**src/rtl/jkseq_pkg.sv**
```systemverilog
// Shared types and constants for the JK stimulus sequencer.
//   state_t : sequencer FSM states
//   JK_*    : {j,k} command encodings driven to the flip-flop
package jkseq_pkg;

  typedef enum logic [1:0] {IDLE, RUN, DRAIN, DONE} state_t;

  localparam logic [1:0] JK_HOLD = 2'b00;
  localparam logic [1:0] JK_RST  = 2'b01;
  localparam logic [1:0] JK_SET  = 2'b10;
  localparam logic [1:0] JK_TGL  = 2'b11;

endpackage

```
**src/rtl/jk_excite.sv**
```systemverilog
// JK excitation: which {j,k} moves a JK flip-flop from cur to t.
// Where j or k is a don't-care, pol picks the filler:
//   pol=0 -> hold/set/reset, pol=1 -> lean on toggle.
// Ports:
//   cur  in  present flip-flop state
//   t    in  wanted next state
//   pol  in  don't-care policy
//   jk   out {j,k}
module jk_excite
  import jkseq_pkg::*;
(
  input  logic       cur,
  input  logic       t,
  input  logic       pol,
  output logic [1:0] jk
);

  always_comb begin
    jk = JK_HOLD;
    unique case ({cur, t})
      2'b00:   jk = pol ? JK_RST : JK_HOLD;
      2'b01:   jk = pol ? JK_TGL : JK_SET;
      2'b10:   jk = pol ? JK_TGL : JK_RST;
      default: jk = pol ? JK_SET : JK_HOLD;
    endcase
  end

endmodule

```
**src/rtl/jk_stim_sequencer.sv**
```systemverilog
// Drives j/k to an external JK flip-flop so that its q walks through a
// LEN-step target pattern (bit 0 first), and checks q_fb against that
// pattern two edges after each step is driven.
// Ports:
//   c, rst_n     clock (rising) / async active-low reset
//   start        run request, honoured only in IDLE
//   pattern, pol target sequence and don't-care policy, latched on start
//   q_fb         flip-flop output
//   j, k         registered drive
//   busy, done   run in progress / one-cycle completion pulse
//   err          sticky mismatch flag, cleared on start
//   idx          step being driven (0 outside RUN)
//   mis_cnt      saturating mismatch count (only with JKSEQ_MISCNT_EN)
// Build option: define JKSEQ_MISCNT_EN to add the mis_cnt port and counter.
module jk_stim_sequencer
  import jkseq_pkg::*;
#(
  parameter  int LEN  = 8,
  parameter  int CNTW = 4,
  localparam int IDXW = (LEN > 1) ? $clog2(LEN) : 1
) (
  input  logic            c,
  input  logic            rst_n,
  input  logic            start,
  input  logic [LEN-1:0]  pattern,
  input  logic            pol,
  input  logic            q_fb,
  output logic            j,
  output logic            k,
  output logic            busy,
  output logic            done,
  output logic            err,
  output logic [IDXW-1:0] idx
`ifdef JKSEQ_MISCNT_EN
  ,
  output logic [CNTW-1:0] mis_cnt
`endif
);

  state_t          state, state_nxt;
  logic [LEN-1:0]  pat_r;
  logic            pol_r;
  logic            cur;        // expected flip-flop state, never taken from q_fb
  logic [IDXW-1:0] step;
  logic            drain_cnt;
  logic [1:0]      exp_pipe;   // expected q per driven step, 2 edges deep
  logic [1:0]      vld_pipe;

  logic            accept, last_step, drive;
  logic [IDXW-1:0] nxt_idx;
  logic            ex_cur, ex_t, ex_pol;
  logic [1:0]      jk_nx;

  assign accept    = (state == IDLE) && start;
  assign last_step = (step == IDXW'(LEN - 1));
  assign nxt_idx   = last_step ? '0 : step + IDXW'(1);
  // A step is driven on the accepting edge and on every RUN edge but the last.
  assign drive     = accept || ((state == RUN) && !last_step);

  // Step 0 is computed straight from the inputs so it can be registered on
  // the accepting edge; later steps come from the latched copies.
  assign ex_cur = (state == IDLE) ? q_fb       : cur;
  assign ex_t   = (state == IDLE) ? pattern[0] : pat_r[nxt_idx];
  assign ex_pol = (state == IDLE) ? pol        : pol_r;

  jk_excite u_excite (
    .cur (ex_cur),
    .t   (ex_t),
    .pol (ex_pol),
    .jk  (jk_nx)
  );

  always_ff @(posedge c or negedge rst_n) begin
    if (!rst_n) state <= IDLE;
    else        state <= state_nxt;
  end

  always_comb begin
    state_nxt = state;
    unique case (state)
      IDLE:    if (start)     state_nxt = RUN;
      RUN:     if (last_step) state_nxt = DRAIN;
      DRAIN:   if (drain_cnt) state_nxt = DONE;
      default:                state_nxt = IDLE;
    endcase
  end

  assign busy = (state == RUN) || (state == DRAIN);
  assign done = (state == DONE);
  assign idx  = step;

  always_ff @(posedge c or negedge rst_n) begin
    if (!rst_n) begin
      j         <= 1'b0;
      k         <= 1'b0;
      pat_r     <= '0;
      pol_r     <= 1'b0;
      cur       <= 1'b0;
      step      <= '0;
      drain_cnt <= 1'b0;
      exp_pipe  <= '0;
      vld_pipe  <= '0;
      err       <= 1'b0;
    end else begin
      {j, k}    <= drive ? jk_nx : JK_HOLD;
      vld_pipe  <= {vld_pipe[0], drive};
      exp_pipe  <= {exp_pipe[0], ex_t};
      drain_cnt <= (state == DRAIN) ? ~drain_cnt : 1'b0;
      if (drive) cur <= ex_t;
      if (accept) begin
        pat_r <= pattern;
        pol_r <= pol;
      end
      if ((state == RUN) && !last_step) step <= step + IDXW'(1);
      else                              step <= '0;
      if (accept)                                 err <= 1'b0;
      else if (vld_pipe[1] && (q_fb != exp_pipe[1])) err <= 1'b1;
    end
  end

`ifdef JKSEQ_MISCNT_EN
  always_ff @(posedge c or negedge rst_n) begin
    if (!rst_n)
      mis_cnt <= '0;
    else if (accept)
      mis_cnt <= '0;
    else if (vld_pipe[1] && (q_fb != exp_pipe[1]) && (mis_cnt != {CNTW{1'b1}}))
      mis_cnt <= mis_cnt + CNTW'(1);
  end
`endif

endmodule

```
**config.mk**
```make
export PLATFORM = sky130hd
export DESIGN_NAME = jk_stim_sequencer
export DESIGN_NICKNAME = d
export VERILOG_FILES = /design/src/rtl/jkseq_pkg.sv /design/src/rtl/jk_excite.sv /design/src/rtl/jk_stim_sequencer.sv
export SDC_FILE = /design/constraint.sdc
export NUM_CORES = 1
export LEC_CHECK = 0
export CAP_MARGIN = 20
export CORE_UTILIZATION = 45
export CTS_CLUSTER_SIZE = 30
export DETAILED_ROUTE_END_ITERATION = 16
export PLACE_DENSITY = 0.84
export SKIP_LAST_GASP = 1
export SYNTH_ARGS = -nofsm -noshare
export SYNTH_HDL_FRONTEND = slang
export SYNTH_HIERARCHICAL = 1
export SYNTH_SLANG_ARGS = --single-unit
```
**constraint.sdc**
```tcl
create_clock -name c -period 1.9 [get_ports c]
set_input_delay 0.285 -clock c [delete_from_list [all_inputs] [get_ports c]]
set_output_delay 0.285 -clock c [all_outputs]
set_load 0.01 [all_outputs]
```
# --- Yosys cells after proc, flatten, opt, wreduce, memory -nomap -nowiden ---
# Cells that the tools add are included.
op_classes:
  addsub: 1
  eq_ne: 10
  n_mux: 20
  n_reduce_logical: 10
  bitwise_logic: 1
  n_lt_le_gt_ge: 1
ops:
  columns: ["operator", "n"]
  rows:
  - ["$mux W2", 6]
  - ["$pmux W2 S3", 2]
  - ["$mux W1", 9]
  - ["$eq A2 B2 Y1 const B", 3]
  - ["$mux W3", 2]
  - ["$ne A2 B2 Y1 const B", 3]
  - ["$eq A2 B1 Y1 const B", 2]
  - ["$logic_not A2 Y1", 2]
  - ["$lt A3 B4 Y1 const B", 1]
  - ["$add A3 B1 Y3 const B", 1]
  - ["$bmux W1 S3", 1]
  - ["$eq A3 B3 Y1 const B", 1]
  - ["$logic_and A1 B1 Y1", 3]
  - ["$reduce_and A3 Y1", 1]
  - ["$logic_or A1 B1 Y1", 2]
  - ["$reduce_bool A2 Y1", 1]
  - ["$logic_not A1 Y1", 1]
  - ["$ne A1 B1 Y1", 1]
  - ["$not A1 Y1", 1]
word_totals:
  wordCells: 54
  register_bits: 23
  inputBits: 13

# --- Depth between registers and ports, before layout ---
# Gate-level depths: netlist of the first run.
logic_depth:
  ltp_word: 8
  ltp_mapped: 8
  mapped_depth_nobuf: 8

# --- Hierarchy ---
# The synthesis of the first run kept the hierarchy.
modules_own_cells:
  columns: ["module", "seq_area_each_um2", "n_inst", "area_each_um2", "cells_per_inst"]
  rows:
  - ["jk_stim_sequencer", 575.6, 1, 1059.8, 85]
  - ["jk_excite", 0.0, 1, 28.8, 3]

# --- Worst setup path before layout of the first run ---
# Ideal clock, no wire load.
synth_path:
  path_kind: "register to register"
  startpoint: "register step[0], in the netlist idx[0]"
  endpoint: "register k"
  n_path_buf: 0
  t_required_ps: 1781
  synth_period_minus_slack_ps: 1966
  setup_slack_ps: -66
  path_stages_with_launch: 9
  setup_ps: 119
  t_arrival_ps: 1847
  cell_sequence: "dfrtp_1 > ha_1 > ha_1 > or3b_1 > a21oi_1 > o22ai_1 > o21ai_1 > mux2i_1 > and2_1"
synth_via:
  elab_chain_len: 8
  word_cells_on_any_way: 14
synth_rtl:
  columns: ["element", "line_no", "rtl"]
  rows:
  - ["start: declaration", "jk_stim_sequencer.sv:44", "logic [IDXW-1:0] step;"]
  - ["start signal: assignment", "jk_stim_sequencer.sv:114", "if ((state == RUN) && !last_step) step <= step + IDXW'(1);"]
  - ["$add A3 B1 Y3 or $eq A3 B3 Y1 (tied branches)", "jk_stim_sequencer.sv:56, jk_stim_sequencer.sv:55", null]
  - ["$mux W3 *", "jk_stim_sequencer.sv:56", "assign nxt_idx = last_step ? '0 : step + IDXW'(1);"]
  - ["$bmux W1 S3 *", "jk_stim_sequencer.sv:63", "assign ex_t = (state == IDLE) ? pattern[0] : pat_r[nxt_idx];"]
  - ["$mux W1 (implied by the code) *", "jk_stim_sequencer.sv:63", null]
  - ["$mux W1 *", "jk_stim_sequencer.sv:63", null]
  - ["net ex_t", "jk_stim_sequencer.sv:51", "logic ex_cur, ex_t, ex_pol;"]
  - ["$eq A2 B2 Y1 (tied with other cells)", "jk_excite.sv:20", "unique case ({cur, t})"]
  - ["$pmux W2 S3 *", "jk_excite.sv:20", null]
  - ["net jk_nx[0]", "jk_stim_sequencer.sv:52", "logic [1:0] jk_nx;"]
  - ["$mux W2 *", "jk_stim_sequencer.sv:105", "{j, k} <= drive ? jk_nx : JK_HOLD;"]
  - ["end signal: assignment", "jk_stim_sequencer.sv:105", null]
  - ["end: declaration", "jk_stim_sequencer.sv:29", "output logic k,"]
# Mark *: on every way through the listed nets, which the timed path passes. The rest lies on a longest branch. The select of a mux whose other input is x is not followed.
# A chain may end at the register's enable or synchronous reset.

# --- Worst setup path after layout of the first run ---
layout_path:
  startpoint: "register step[1], in the netlist idx[1]"
  endpoint: "register j"
layout_via:
  elab_chain_len: 8
  word_cells_on_any_way: 14
layout_rtl:
  columns: ["element", "line_no", "rtl"]
  rows:
  - ["$add A3 B1 Y3 or $eq A3 B3 Y1 (tied branches)", "jk_stim_sequencer.sv:56, jk_stim_sequencer.sv:55", null]
  - ["$mux W3 *", "jk_stim_sequencer.sv:56", null]
  - ["$bmux W1 S3 *", "jk_stim_sequencer.sv:63", null]
  - ["$mux W1 (implied by the code) *", "jk_stim_sequencer.sv:63", null]
  - ["$mux W1 *", "jk_stim_sequencer.sv:63", null]
  - ["net ex_t", "jk_stim_sequencer.sv:51", null]
  - ["$eq A2 B2 Y1 (tied with other cells)", "jk_excite.sv:20", null]
  - ["$pmux W2 S3 *", "jk_excite.sv:20", null]
  - ["net jk_nx[1]", "jk_stim_sequencer.sv:52", null]
  - ["$mux W2 *", "jk_stim_sequencer.sv:105", null]
  - ["end signal: assignment", "jk_stim_sequencer.sv:105", null]
  - ["end: declaration", "jk_stim_sequencer.sv:28", "output logic j,"]
# Marked as above.

==> results of run 1 <==
[Yosys cell counts (all sizes together)]
cell type,number
dfrtp,23
mux2,12
ha,7
nand2,7
a21oi,6
o21ai,5
and2,4
mux2i,4
nor2b,4
inv,3
nor2,2
or2b,2
or3b,2
buf,1
clkbuf,1
nor3,1
o211ai,1
o21bai,1
o22ai,1
xor2,1
[final cells by class]
type | instances | area, µm² | area share, %
Multi-Input combinational cell | 60 | 514 | 35.9
Inverter | 3 | 11.3 | 0.786
Sequential cell | 23 | 576 | 40.2
Tap cell | 28 | 35.0 | 2.45
Clock buffer | 4 | 26.3 | 1.83
Timing Repair Buffer | 29 | 270 | 18.9
[sequential cells by signal (all words and copies together) (netlist names)]
register and flops:
pat_r 8, idx 3, exp_pipe 2, state 2, vld_pipe 2, cur 1
drain_cnt 1, err 1, j 1, k 1, pol_r 1
[critical path: stages (launching register included)]
cell and delay, ns:
dfrtp_1 0.41, ha_2 0.20, ha_4 0.17, or3b_4 0.37, a21oi_2 0.16, o22ai_2 0.10, o21ai_2 0.19, mux2_4 0.17
and2_1 0.11
[cell families after synthesis]
group / count (synthesis)
muxes: 16
xor gates and xnor gates: 1
DFF: 23
buffers and inverters: 5
adders and majority gates: 7
and+or+nand+nor: 22
AOI/OAI and AO/OA: 14
[worst min-delay path by stage]
stage	startpoint	end	slack, ns
detailed placement	vld_pipe[0]$_DFF_PN0_	vld_pipe[1]$_DFF_PN0_	0.35
global placement	vld_pipe[0]$_DFF_PN0_	vld_pipe[1]$_DFF_PN0_	0.33
CTS	rst_n	idx[0]$_DFF_PN0_	0.32
floorplan	rst_n	cur$_DFFE_PN0N_	-0.01
global route	rst_n	idx[0]$_DFF_PN0_	0.32
finish	rst_n	idx[0]$_DFF_PN0_	0.32
[through the flow]
| step | hold WS (ns) | TNS, ns | setup WS, ns |
|---|---|---|---|
| after floorplan | -0.0106 | 0 | 0.00282 |
| after global placement | 0.332 | 0 | 0.0263 |
| after detailed placement | 0.346 | -0.274 | -0.138 |
| after CTS | 0.319 | -0.00939 | -0.00939 |
| after global routing | 0.324 | -0.250 | -0.117 |
| final | 0.316 | -0.0529 | -0.0303 |
[per-layer routing]
| metal | up-vias | part of all wire (%) | track usage (%) |
|---|---|---|---|
| met4 | 0 | 2.4 | 11.1 |
| met2 | 18 | 52 | 32.0 |
| li1 | 362 | - | - |
| met3 | 4 | 3.3 | 2.68 |
| met1 | 369 | 42 | 20.3 |
| met5 | - | 0 | 0 |
[repair_timing]
action                                  4_1_cts  5_1_grt
endpoints found under the setup margin        3        3
endpoints found under the hold margin         0        0
buffers inserted                              4        2
pin swaps                                     6        5
gates resized for setup                       5        3
[power groups by stage]
stage                     combinational [mW]  sequential (mW)  clock [mW]
after floorplan                        0.766            0.844           0
after global placement                  1.04            0.835           0
after detailed placement                1.10            0.852           0
after CTS                               1.27            0.827       0.226
after global routing                    1.45            0.851       0.256
final                                   1.32            0.830       0.220
==> flow_summary.toml, run 1 <==
[clock_tree]
numClockSinks = 23
htree_levels = 1
cts_buffers = 3
cts.path.max_buffers = 2
path_clk_slew_ns = 0.12
cts_hold_buf = 0
tritoncts = "done"
clk_latency_ns = 0.30
cts_root_buffer = "clkbuf_4"

[detailed_routing]
route.detailed.drc = 0
drtAntennaViolNets = 0
dr.first_iter.drc_count = 7
dr.pass1.iters = 4
vias = 753
vias_per_cell = 5.12
drt-total-wl_um = 1970
wire_per_inst_um = 13.4

[power]
power_switching_uw = 820
p_clk_share_pct = 9.3
p_int_mw = 1.55
ir_drop_mv = 0.925
power_mw = 2.37
combPwrFrac_pct = 55.7
p_seq_share_pct = 35.0
p_leak_nw = 0.655
p_sw_share_pct = 34.6
power.density_mw_per_mm2 = 1660

[run]
drv_cap = 0

[grt]
grt_start_max_net_pins = 24
globalRoute.totalOverflow = 0
grt_pass1_vias = 772
grt_pass1_wl_um = 3350
antenna_found_initial = 0
grt_use_total_pct = 18.1

[final_layout]
drive_gt1_share_pct = 28.6
layout_commonest_cell = "dfrtp_1"
final_cell_mix = "dfrtp_1 (23), clkdlybuf4s50_1 (19), mux2_2 (11)"
design_area_mm2 = 0.00143
area_growth_pct = 31.6
fillers = 176
final_util_pct = 63.5
antennaDiodeCount = 0
nets = 140
fin_cells = 147

[synth]
synth-xor-area-share_pct = 0.805
synth.distinct_cells = 24
synth-compound-area-share_pct = 7.01
synth_mux_area_share_pct = 16.4
synth_top_family_by_area = "multiplexers"
seq_area_frac_synth_pct = 52.9
synth_top_area_share_pct = 52.9
synth_area_per_cell_um2 = 12.4
yosysWarnings = 6
syn_area_mm2 = 0.00109
synth_nets = 108
postSynthCellCount = 88
synth_area_leader_cell = "dfrtp_1"
ys_ff_latch = 23
synth_adder_area_share_pct = 8.05
yosys-top-cells-area = "dfrtp_1 (53%), mux2_2 (11%), ha_1 (8.0%), mux2i_1 (3.7%), a21oi_1 (2.8%)"
synth_simple_gate_area_share_pct = 11.5

[sta]
slew_headroom_pct = 70.4
fmax_mhz = 518
worst_pin_slew_ns = 0.441
fin_skew_ns = 0.00419
setup_slack_ns = -0.0303
finalSetupViolations = 2
hold_viol_final = 0
timing.final.crit_period_ns = 1.93
rsz0062_at_grt = "yes"
maxSlewViolCount = 0
fin_crit_sh_pct = 102

[worst_setup_path]
crit_path_end = "j$_DFF_PN0_"
crit_required_ns = 2.15
start_kind = "flip-flop"
worstPathMaxFanout = 6
crit_arrival_ns = 2.18
endpoint_kind = "flip-flop"
r2r_end = "j$_DFF_PN0_"
crit_type = "flip-flop to flip-flop"
r2r_cells = 8
startpoint = "idx[1]$_DFF_PN0_"
worst_r2r_startpoint = "idx[1]$_DFF_PN0_"
rrSetupSlack_ns = -0.03

[floorplan]
ios = 21
core.rowCount = 17
start_util_pct = 48.3
die_x_um = 51.2
die_area_mm2 = 0.00262
die_y_um = 51.2
core_area_mm2 = 0.00225

[status]
failed_checks = "negative setup slack"
status = "finished, violations left"

[placement]
port_buffers = 20
dp_cells = 137
dp_hpwl_um = 1490
gp_congestion = 0.870
dpl-instance-area_mm2 = 0.00134

[worst_hold_path]
hold_path.class = "input port to async pin"
(Power assumes the default switching activity.)
==> run 2: changes to the inputs <==
GPL_TIMING_DRIVEN = 0   (was default)
==> run 2 against run 1 <==
Net effect:
- the flow still finishes with violations (negative setup slack)
- maximum frequency shrank 1.6%
- clock power up 8%
- routed wire length rose by 7.2%
- worst setup slack got worse by 0.032 ns
- sequential cell count unchanged
- total power increased by 3.4%
- critical endpoint is now k$_DFF_PN0_
- largest cell class unchanged
==> flow_summary.toml, run 2 (synthesis results as in run 1) <==
[floorplan]
ios = 21
die_x_um = 51.2
start_util_pct = 48.3
core_area_mm2 = 0.00225
die_y_um = 51.2
die_area_mm2 = 0.00262
core.rowCount = 17

[worst_setup_path]
crit_family = "simple AND/OR/NAND/NOR gates"
endpoint_kind = "flip-flop"
crit_arrival_ns = 2.20
worstPathMaxFanout = 7
crit_required_ns = 2.14
cp_slowest_cell = "dfrtp_1"
crit_chain = "ha_2 -> ha_4 -> or3b_4 -> a21oi_2 -> o22ai_2 -> o21ai_2 -> mux2i_1 -> and2_1"
start_kind = "flip-flop"
crit_type = "flip-flop to flip-flop"
cpPeakStageDelay_ns = 0.42
cp_num_buf_inv = 0

[final_layout]
area_growth_pct = 34.1
fin_cells = 147
drive_gt1_share_pct = 29.4
largest-register = "pat_r"
antennaDiodeCount = 0
largest_reg_flops = 8
nets = 140
design_area_mm2 = 0.00146
layout_commonest_cell = "dfrtp_1"
final_cell_mix = "dfrtp_1 (23), clkdlybuf4s50_1 (19), mux2_2 (11)"

[placement]
port_buffers = 20
dp_cells = 136
dp_hpwl_um = 1470
gp_congestion = 0.777
dpl-instance-area_mm2 = 0.00134

[clock_tree]
cts_root_buffer = "clkbuf_4"
tritoncts = "done"
cts_buffers = 3
cts.path.max_buffers = 2
numClockSinks = 23
cts_hold_buf = 0
clk_latency_ns = 0.33
htree_levels = 1
path_clk_slew_ns = 0.14

[detailed_routing]
dr.pass1.iters = 4
vias_per_cell = 5.32
drt-total-wl_um = 2120
dr.first_iter.drc_count = 14
route.detailed.drc = 0
drtAntennaViolNets = 0
wire_per_inst_um = 14.4
vias = 782

[power]
ir_drop_mv = 0.942
power.density_mw_per_mm2 = 1680
p_leak_nw = 0.656

[grt]
antenna_found_initial = 0
grt_pass1_vias = 795
grt_use_total_pct = 18.0
globalRoute.totalOverflow = 0
grt_pass1_wl_um = 3340
grt_start_max_net_pins = 24

[run]
drv_cap = 0

[sta]
setup-tns-final_ns = -0.113
worst_pin_slew_ns = 0.454
fin_crit_sh_pct = 103
timing.final.crit_period_ns = 1.96
maxSlewViolCount = 0
rsz0062_at_grt = "yes"
fmax_mhz = 510
hold_viol_final = 0
slew_headroom_pct = 69.5
setup_slack_ns = -0.0626
fin_skew_ns = 0.0113
finalSetupViolations = 2

[status]
failed_checks = "negative setup slack"
status = "finished, violations left"

[worst_hold_path]
hold_path.class = "input port to async pin"
run 2: area by class of cell:
type / instances / area (µm²)
fillers: 171 / 795
flip-flops and latches: 23 / 576
multi-input cells: 60 / 514
repair buffers: 27 / 269
well taps: 28 / 35.0
plain buffers: 2 / 25.0
clock buffers: 3 / 22.5
inverters: 3 / 11.3
clock inverters: 1 / 7.51
run 2: path summary, 6_finish.rpt:
check                      depth (start not counted)               endpoint             startpoint  slack, ns
hold / removal                                     1  vld_pipe[1]$_DFF_PN0_                  rst_n       0.11
min in group c                                     0  vld_pipe[1]$_DFF_PN0_  vld_pipe[0]$_DFF_PN0_       0.37
setup / recovery                                   8            k$_DFF_PN0_       idx[0]$_DFF_PN0_      -0.06
max in group asynchronous                          2   pat_r[7]$_DFFE_PN0P_                  rst_n       1.42
hold reg to reg                                    0  vld_pipe[1]$_DFF_PN0_  vld_pipe[0]$_DFF_PN0_       0.37
setup reg to reg                                   8            k$_DFF_PN0_       idx[0]$_DFF_PN0_      -0.06
run 2: per-stage QoR:
| stage | hold WS [ns] | worst slack, ns | power (mW) | utilization (%) |
|---|---|---|---|---|
| 2_1_floorplan | -0.0106 | 0.00282 | 1.61 | - |
| 4_1_cts | 0.368 | -0.00281 | 2.33 | 62.8 |
| 6_report | 0.114 | -0.0626 | 2.45 | 64.8 |
| 3_5_place_dp | 0.337 | -0.123 | 1.97 | 59.4 |
| 5_1_grt | 0.101 | -0.155 | 2.61 | 64.8 |
| 3_3_place_gp | 0.333 | -0.0451 | 1.89 | 59.4 |
run 2: metal layers:
| metal | GRT usage, % | up-vias | share of wire (%) |
|---|---|---|---|
| met1 | 18.6 | 373 | 39 |
| met2 | 33.1 | 33 | 51 |
| li1 | - | 365 | - |
| met4 | 11.6 | 0 | 5.0 |
| met3 | 2.98 | 11 | 4.0 |
| met5 | 0 | - | 0 |
run 2: timing repair:
action / in CTS / in global routing
resized for setup: 5 / 3
setup endpoints to repair: 3 / 2
pin swaps: 4 / 5
setup buffers: 4 / 2
run 2: power breakdown:
group          switching [mW]  internal (mW)  total (mW)
clock network           0.157         0.0807       0.238
registers               0.104          0.720       0.825
logic                   0.604          0.788        1.39
total                   0.866           1.59        2.45
